`src/rtl/perf_report_if.sv`:
```
// perf_report_if -- byte-stream transmit channel used by perf_report.
//   tx_data  : frame byte, driven by the master
//   tx_valid : tx_data carries a byte, driven by the master
//   tx_ready : consumer accepts the byte this edge, driven by the slave
// A byte moves on every rising clock edge where tx_valid and tx_ready are both 1.
interface perf_report_if;
  logic [7:0] tx_data;
  logic       tx_valid;
  logic       tx_ready;

  modport master (output tx_data, output tx_valid, input tx_ready);
  modport slave  (input tx_data, input tx_valid, output tx_ready);
endinterface

```
`src/rtl/perf_report.sv`:
```
// perf_report -- packs the processor run statistics into a 22-byte frame when
// the run harness raises `done`.
// Frame: 0xA5 header, 20 payload bytes (num_inst, num_noops_min, num_noops_max,
// num_mispredicts, result; each least-significant byte first), then a checksum
// byte that makes the payload sum 0 mod 256.
// Ports:
//   clock, reset      : rising-edge clock, synchronous active-high reset
//   done              : run-complete flag; its rising edge starts a frame
//   num_inst .. result: 32-bit statistics, captured at the rising edge of done
//   tx                : byte-stream master (tx_data / tx_valid / tx_ready)
//   busy              : a frame is being sent
//   frames_sent       : completed frames, wraps 255 -> 0
//   frame_done        : high during the cycle the checksum byte transfers
module perf_report (
  input  logic              clock,
  input  logic              reset,
  input  logic              done,
  input  logic [31:0]       num_inst,
  input  logic [31:0]       num_noops_min,
  input  logic [31:0]       num_noops_max,
  input  logic [31:0]       num_mispredicts,
  input  logic [31:0]       result,
  perf_report_if.master     tx,
  output logic              busy,
  output logic [7:0]        frames_sent,
  output logic              frame_done
);

  typedef enum logic [2:0] {IDLE, HEADER, PAYLOAD, CHECK, HOLD} state_t;

  localparam logic [7:0] HEADER_BYTE  = 8'hA5;
  localparam logic [4:0] LAST_PAYLOAD = 5'd19;

  state_t       state, state_next;
  logic         done_d;
  logic         trigger;
  logic         xfer;
  logic [4:0]   byte_idx;
  // Payload image in transmit order: byte k of the payload is snap[8k +: 8].
  logic [159:0] snap;
  logic [7:0]   payload_byte;
  logic [7:0]   payload_sum;
  logic [7:0]   checksum;

  assign trigger = done & ~done_d;
  assign xfer    = tx.tx_valid & tx.tx_ready;

  // Data bytes come straight from the frozen snapshot, so tx_data cannot move
  // while the consumer stalls.
  assign payload_byte = snap[{byte_idx, 3'b000} +: 8];

  always_comb begin
    payload_sum = 8'd0;
    for (int i = 0; i < 20; i++) begin
      payload_sum = payload_sum + snap[8*i +: 8];
    end
  end

  assign checksum = 8'd0 - payload_sum;

  // NOTE: sequential state uses non-blocking assignments so every register
  // samples pre-edge values regardless of statement order.
  always_ff @(posedge clock) begin
    if (reset) begin
      state <= IDLE;
    end else begin
      state <= state_next;
    end
  end

  always_ff @(posedge clock) begin
    if (reset) begin
      done_d      <= 1'b0;
      byte_idx    <= 5'd0;
      frames_sent <= 8'd0;
      // NOTE: the snapshot is an ordinary register bank, not a RAM, so it is
      // cleared on reset like the rest of the state.
      snap        <= '0;
    end else begin
      done_d <= done;
      if (state == IDLE && trigger) begin
        snap <= {result, num_mispredicts, num_noops_max, num_noops_min, num_inst};
      end
      if (state == HEADER && xfer) begin
        byte_idx <= 5'd0;
      end else if (state == PAYLOAD && xfer) begin
        byte_idx <= byte_idx + 5'd1;
      end
      if (state == CHECK && xfer) begin
        frames_sent <= frames_sent + 8'd1;
      end
    end
  end

  // Inside this block tx_ready alone qualifies a transfer: tx_valid is 1 in
  // every state that looks at it, and reading it here would form a loop.
  always_comb begin
    // NOTE: every output gets a default first so no path can infer a latch.
    state_next  = state;
    tx.tx_valid = 1'b0;
    tx.tx_data  = 8'h00;
    busy        = 1'b0;
    frame_done  = 1'b0;
    case (state)
      IDLE: begin
        if (trigger) state_next = HEADER;
      end
      HEADER: begin
        tx.tx_valid = 1'b1;
        tx.tx_data  = HEADER_BYTE;
        busy        = 1'b1;
        if (tx.tx_ready) state_next = PAYLOAD;
      end
      PAYLOAD: begin
        tx.tx_valid = 1'b1;
        tx.tx_data  = payload_byte;
        busy        = 1'b1;
        if (tx.tx_ready && byte_idx == LAST_PAYLOAD) state_next = CHECK;
      end
      CHECK: begin
        tx.tx_valid = 1'b1;
        tx.tx_data  = checksum;
        busy        = 1'b1;
        if (tx.tx_ready) begin
          frame_done = 1'b1;
          // With done still high, park in HOLD so the same level cannot retrigger.
          state_next = done ? HOLD : IDLE;
        end
      end
      HOLD: begin
        if (!done) state_next = IDLE;
      end
      default: state_next = IDLE;
    endcase
  end

endmodule
```
`src/flat_wrapper.sv`:
```
// flat-port wrapper written by rule: the top's interface ports become plain ports
module perf_report_flat 
  (clock, reset, done, num_inst, num_noops_min, num_noops_max, num_mispredicts, result, busy, frames_sent, frame_done, tx_tx_data, tx_tx_valid, tx_tx_ready);
  perf_report_if tx_i ();
  input  logic clock;
  input  logic reset;
  input  logic done;
  input  logic [31:0] num_inst;
  input  logic [31:0] num_noops_min;
  input  logic [31:0] num_noops_max;
  input  logic [31:0] num_mispredicts;
  input  logic [31:0] result;
  output logic busy;
  output logic [7:0] frames_sent;
  output logic frame_done;
  output wire logic [$bits(tx_i.tx_data)-1:0] tx_tx_data;
  output wire logic [$bits(tx_i.tx_valid)-1:0] tx_tx_valid;
  input wire logic [$bits(tx_i.tx_ready)-1:0] tx_tx_ready;
  assign tx_tx_data = tx_i.tx_data;
  assign tx_tx_valid = tx_i.tx_valid;
  assign tx_i.tx_ready = tx_tx_ready;
  perf_report u_core (.clock(clock), .reset(reset), .done(done), .num_inst(num_inst), .num_noops_min(num_noops_min), .num_noops_max(num_noops_max), .num_mispredicts(num_mispredicts), .result(result), .tx(tx_i), .busy(busy), .frames_sent(frames_sent), .frame_done(frame_done));
endmodule
```
`config.mk`:
```
export PLATFORM = sky130hd
export DESIGN_NAME = perf_report_flat
export DESIGN_NICKNAME = d
export VERILOG_FILES = /design/src/rtl/perf_report_if.sv /design/src/rtl/perf_report.sv /design/src/flat_wrapper.sv
export SDC_FILE = /design/constraint.sdc
export NUM_CORES = 1
export LEC_CHECK = 0
export BUFFER_PORTS_ARGS = -buffer_cell sky130_fd_sc_hd__buf_2
export CAP_MARGIN = 20
export CORE_MARGIN = 2
export CORE_UTILIZATION = 58
export DETAILED_ROUTE_END_ITERATION = 10
export PLACE_DENSITY = 0.82
export SETUP_SLACK_MARGIN = 0.2
export SLEW_MARGIN = 20
export SYNTH_ARGS = -nofsm -noshare
export SYNTH_HDL_FRONTEND = slang
export SYNTH_SLANG_ARGS = --single-unit
```
`constraint.sdc`:
```
create_clock -name clock -period 7.2 [get_ports clock]
set_clock_uncertainty 0.05 [all_clocks]
set_input_delay 0.36 -clock clock [delete_from_list [all_inputs] [get_ports clock]]
set_output_delay 0.36 -clock clock [all_outputs]
set_load 0.01 [all_outputs]
```
# After elaboration in Yosys (flattened, before gate mapping)

Index checks and enable logic that the tools add are counted.

Register bits after elaboration: 177
Logic and storage cells: 61
Input bits: 164
Output and inout bits: 19

Bitwise gates (word level): 3
Muxes and demuxes: 11
Shifts and indexed selects: 1
$add $sub $neg: 22
Reduce and logical (&&, ||, !) cells: 9
Eq/ne operators: 10

Operators with widths:

| operator              | count |
|---|---|
| $shiftx A160 B9 Y8    | 1 |
| $add A8 B8 Y8         | 19 |
| $pmux W8 S3           | 1 |
| $mux W3               | 6 |
| $pmux W3 S5           | 1 |
| $add A8 B1 Y8 const B | 1 |
| $ne A2 B2 Y1 const B  | 4 |
| $sub A1 B8 Y8 const A | 1 |
| $eq A3 B2 Y1 const B  | 2 |
| $add A5 B1 Y5 const B | 1 |
| $eq A5 B5 Y1 const B  | 1 |
| $logic_and A1 B1 Y1   | 5 |
| $reduce_and A5 Y1     | 1 |
| $eq A3 B1 Y1 const B  | 1 |
| $eq A3 B3 Y1 const B  | 1 |
| $logic_not A3 Y1      | 1 |
| $mux W1               | 3 |
| $reduce_or A3 Y1      | 1 |
| $and A1 B1 Y1         | 2 |
| $ne A2 B1 Y1 const B  | 1 |
| $reduce_or A2 Y1      | 1 |
| $not A1 Y1            | 1 |

# Depth between registers and ports, before layout

Depth after elaboration: 21
Mapped depth: 22
Mapped depth without buffers: 22

# Worst setup path before layout

Ideal clock, no wire load.

Kind: flip-flop to output port
Start: register u_core.snap[122]
End: output port tx_tx_data[7]
Stages on the path, launching flop included: 20
Slack: 1445 ps
Data arrival time: 5345 ps
Data required time: 6790 ps
Path buffers: 0
Cells stage by stage: dfxtp_1 inv_1 fa_1 fa_1 inv_1 fa_1 fa_1 inv_1 fa_1 inv_1 fa_1 fa_1 inv_1 ha_1 a21o_1 a21oi_1 o21bai_1 a21oi_1 xnor3_1 a31oi_1

Longest elaborated chain between the ends: 7

RTL lines:

| what                       | RTL line           | text |
|---|---|---|
| start: declaration         | perf_report.sv:40  | `logic [159:0] snap;` |
| start signal: assignment   | perf_report.sv:82  | `snap <= {result, num_mispredicts, num_noops_max, num_noops_min, num_inst};` |
| $add A8 B8 Y8 (5 in a row) | perf_report.sv:55  | `payload_sum = payload_sum + snap[8*i +: 8];` |
| $sub A1 B8 Y8              | perf_report.sv:59  | `assign checksum = 8'd0 - payload_sum;` |
| $pmux W8 S3                | perf_report.sv:104 | `case (state)` |
| end: declaration           | flat_wrapper.sv:16 | `output wire logic [$bits(tx_i.tx_data)-1:0] tx_tx_data;` |

Every way passes these cells.

# Final worst setup path

Same ends and word-level chain as after synthesis.

==> run metrics <==
total nets after synthesis=1532; CP top delay family=adder cells; via count=9037; IO buf count=182; worst skew pair latency=approximately 0.44 ns; post-DP HPWL=~23000 um; Setup violations, final=0; Chip Width=between 100 and 150 um; CTS tree=yes; gr usage total=between 30% and 40%; Top FF cell, synth=dfxtp_1; design area=0.0126 mm2; hold buffer count at cts=0; Cell Area, Synth=~0.011 mm2; Max rail drop VDD=0.00121 V; CP Buf/Inv Count=6; critical path's slowest cell=fa_1; Slew @ Worst Pin=about 1.0 ns; worst min path class=in -> reg; top cell type's share of synthesized area=32.1%; drt first pass iters=5; Pwr Density=502 mW/mm2; drt initial violations=~860; worst relative slew slack=30.7%; ANT nets after route=0; status=completed; CP cell instances=inv_1 -> fa_1 -> fa_1 -> inv_1 -> fa_1 -> fa_1 -> inv_1 -> fa_1 -> inv_1 -> fa_1 -> fa_1 -> inv_1 -> ha_1 -> a21o_1 -> a21oi_1 -> o21bai_1 -> a21oi_1 -> xnor3_1 -> a31oi_1 -> buf_2; die area=~0.020 mm2; largest net degree at the start of global routing=113; final period utilization=91.2%; area delta synth->final=13.8%; dpl cell area=around 0.012 mm2; vias in the first global route=~9000; Die Y=142 um; dpl ws=1.13 ns; setup bufs post-CTS=0; vias per std cell=5.60; Worst setup SP type=flip-flop; CP endpoint kind=output pin; Netlist cell types=42; num rows=50; sequential share of the synthesized area=32.1%; cell mode on critical path=fa_1; final wirelength=29900 um; clk slew on worst S/H paths=0.07 ns; syn_area_per_cell=between 8 and 9 um2; Warnings, synthesis=0; WL/cell=between 15 and 20 um; Sum Neg Setup Slack=0 ns; CTS Buf Count=17; initial core utilization=approximately 59%; post-synth top area cell=dfxtp_1; FMAX=152 MHz; H-tree depth=4; CP max FO=3; CP Class=reg -> out; Max Cap Viol=0; root buf cell=clkbuf_16; clock sinks=177; Leak=0.00526 uW; #FFs+latches synth=177; min Tclk post-route=6.56 ns; fin. max-slew vios=0; GPL Wtd Cong=0.968; total I/O pin count=183; Async SR Flop Fraction=0%; final worst slack=0.637 ns; antenna violations before repair=0; post-CTS resize count=0; EDFF count, synth=0; RSZ-0062 raised after global routing=no; Worst path max stage delay=around 0.52 ns; drt drc=0; Max Root-Sink Buffers=2; fin nets=1667; core area=0.0187 mm2; Req. time, crit path=6.79 ns; total power=between 6000 and 7000 uW; Critical Path AT=6.15 ns; share of cells above drive strength 1=18.7%; Cells after Synth=1233; final hold vios=0; global route total overflow=0; Ant. Diodes=0; global-route wire length before repair=about 47000 um; synth top area cells=dfxtp_1 (32%), fa_1 (20%), nand2_1 (11%)
==> synthesized netlist by cell type (all sizes together) (8+ instances only) <==
library cell    n
xor2           13
xnor2          37
nor2           22
ha             25
mux4           35
mux2i          22
inv           155
dfxtp         177
a21oi         174
clkbuf         49
nand3           8
buf            23
fa            110
nand2         335
==> worst reg2reg max path: stages (launching register included) <==
cell	delay, ns
dfxtp_1	0.73
nor2_1	0.24
nand3_4	0.52
buf_4	0.56
buf_4	0.60
nand2_1	0.17
a21oi_1	0.19
==> worst paths after layout <==
check / start / to / slack, ns / cells past startpoint
min reg2reg: u_core.snap[104] / u_core.snap[104] / 0.41 / 2
max: u_core.snap[122] / tx_tx_data[7] / 0.64 / 20
min: result[28] / u_core.snap[156] / 0.11 / 3
max reg2reg: u_core.state[0] / u_core.snap[14] / 4.06 / 6
==> metrics by stage <==
stage / utilization [%] / std cells / hold slack (ns)
after floorplan: - / 1233 / 0.386
after global placement: 64.1 / 1583 / 0.396
after detailed placement: 64.1 / 1583 / 0.407
after CTS: 67.2 / 1614 / 0.103
after global routing: 67.2 / 1614 / 0.104
final: 67.2 / 1614 / 0.105
==> where the power goes <==
group          internal (uW)  switching [uW]
Sequential              1050            90.1
Combinational           2050            2210
Clock                    492             415
Total                   3600            2710
==> cell families after synthesis <==
group	count (synthesis)	share of synthesized area, %
AOI/OAI and AO/OA	199	9.64
adders and majority gates	135	22.8
DFF	177	32.1
xor gates and xnor gates	52	4.38
and+or+nand+nor	386	13.7
buffers and inverters	227	8.14
muxes	57	9.24
==> metal layers <==
layer  vias to the layer above  routed length (um)  GRT usage (%)
li1                       4191                   -              -
met1                      4318               11800           40.7
met2                       440               14200           49.7
met3                        88                2490           6.59
met4                         0                1430           14.8
met5                         -                   0              0
==> flip-flops by register name (all words and copies together) (netlist names) <==
register,cells
u_core.snap,160
u_core.frames_sent,8
u_core.done_d,1
u_core.byte_idx,5
u_core.state,3
==> cell type report <==
type	count	area [um2]
inverter	155	582
sequential	177	3550
tap	234	293
multi-input combinational	829	6610
clock buffer	18	439
fill	1414	6140
timing repair buffer	188	962
clock inverter	13	129
==> cell usage in the layout (no fill, tap or decap), types with 4 or more instances in the layout <==
cell and n:
inv_1 154, clkbuf_16 17, fa_1 110, nand3_1 7, nand4_1 5, buf_2 181, xor2_1 13, ha_1 25
dfxtp_1 175, a21oi_1 174, nand2_1 335, nor2b_1 5, buf_4 6, a22oi_1 4, mux4_2 32, nor2_1 22
xnor2_1 37, inv_6 5, o21ai_0 4, mux2i_1 22
Note: power is estimated with default switching activity, not from simulation.
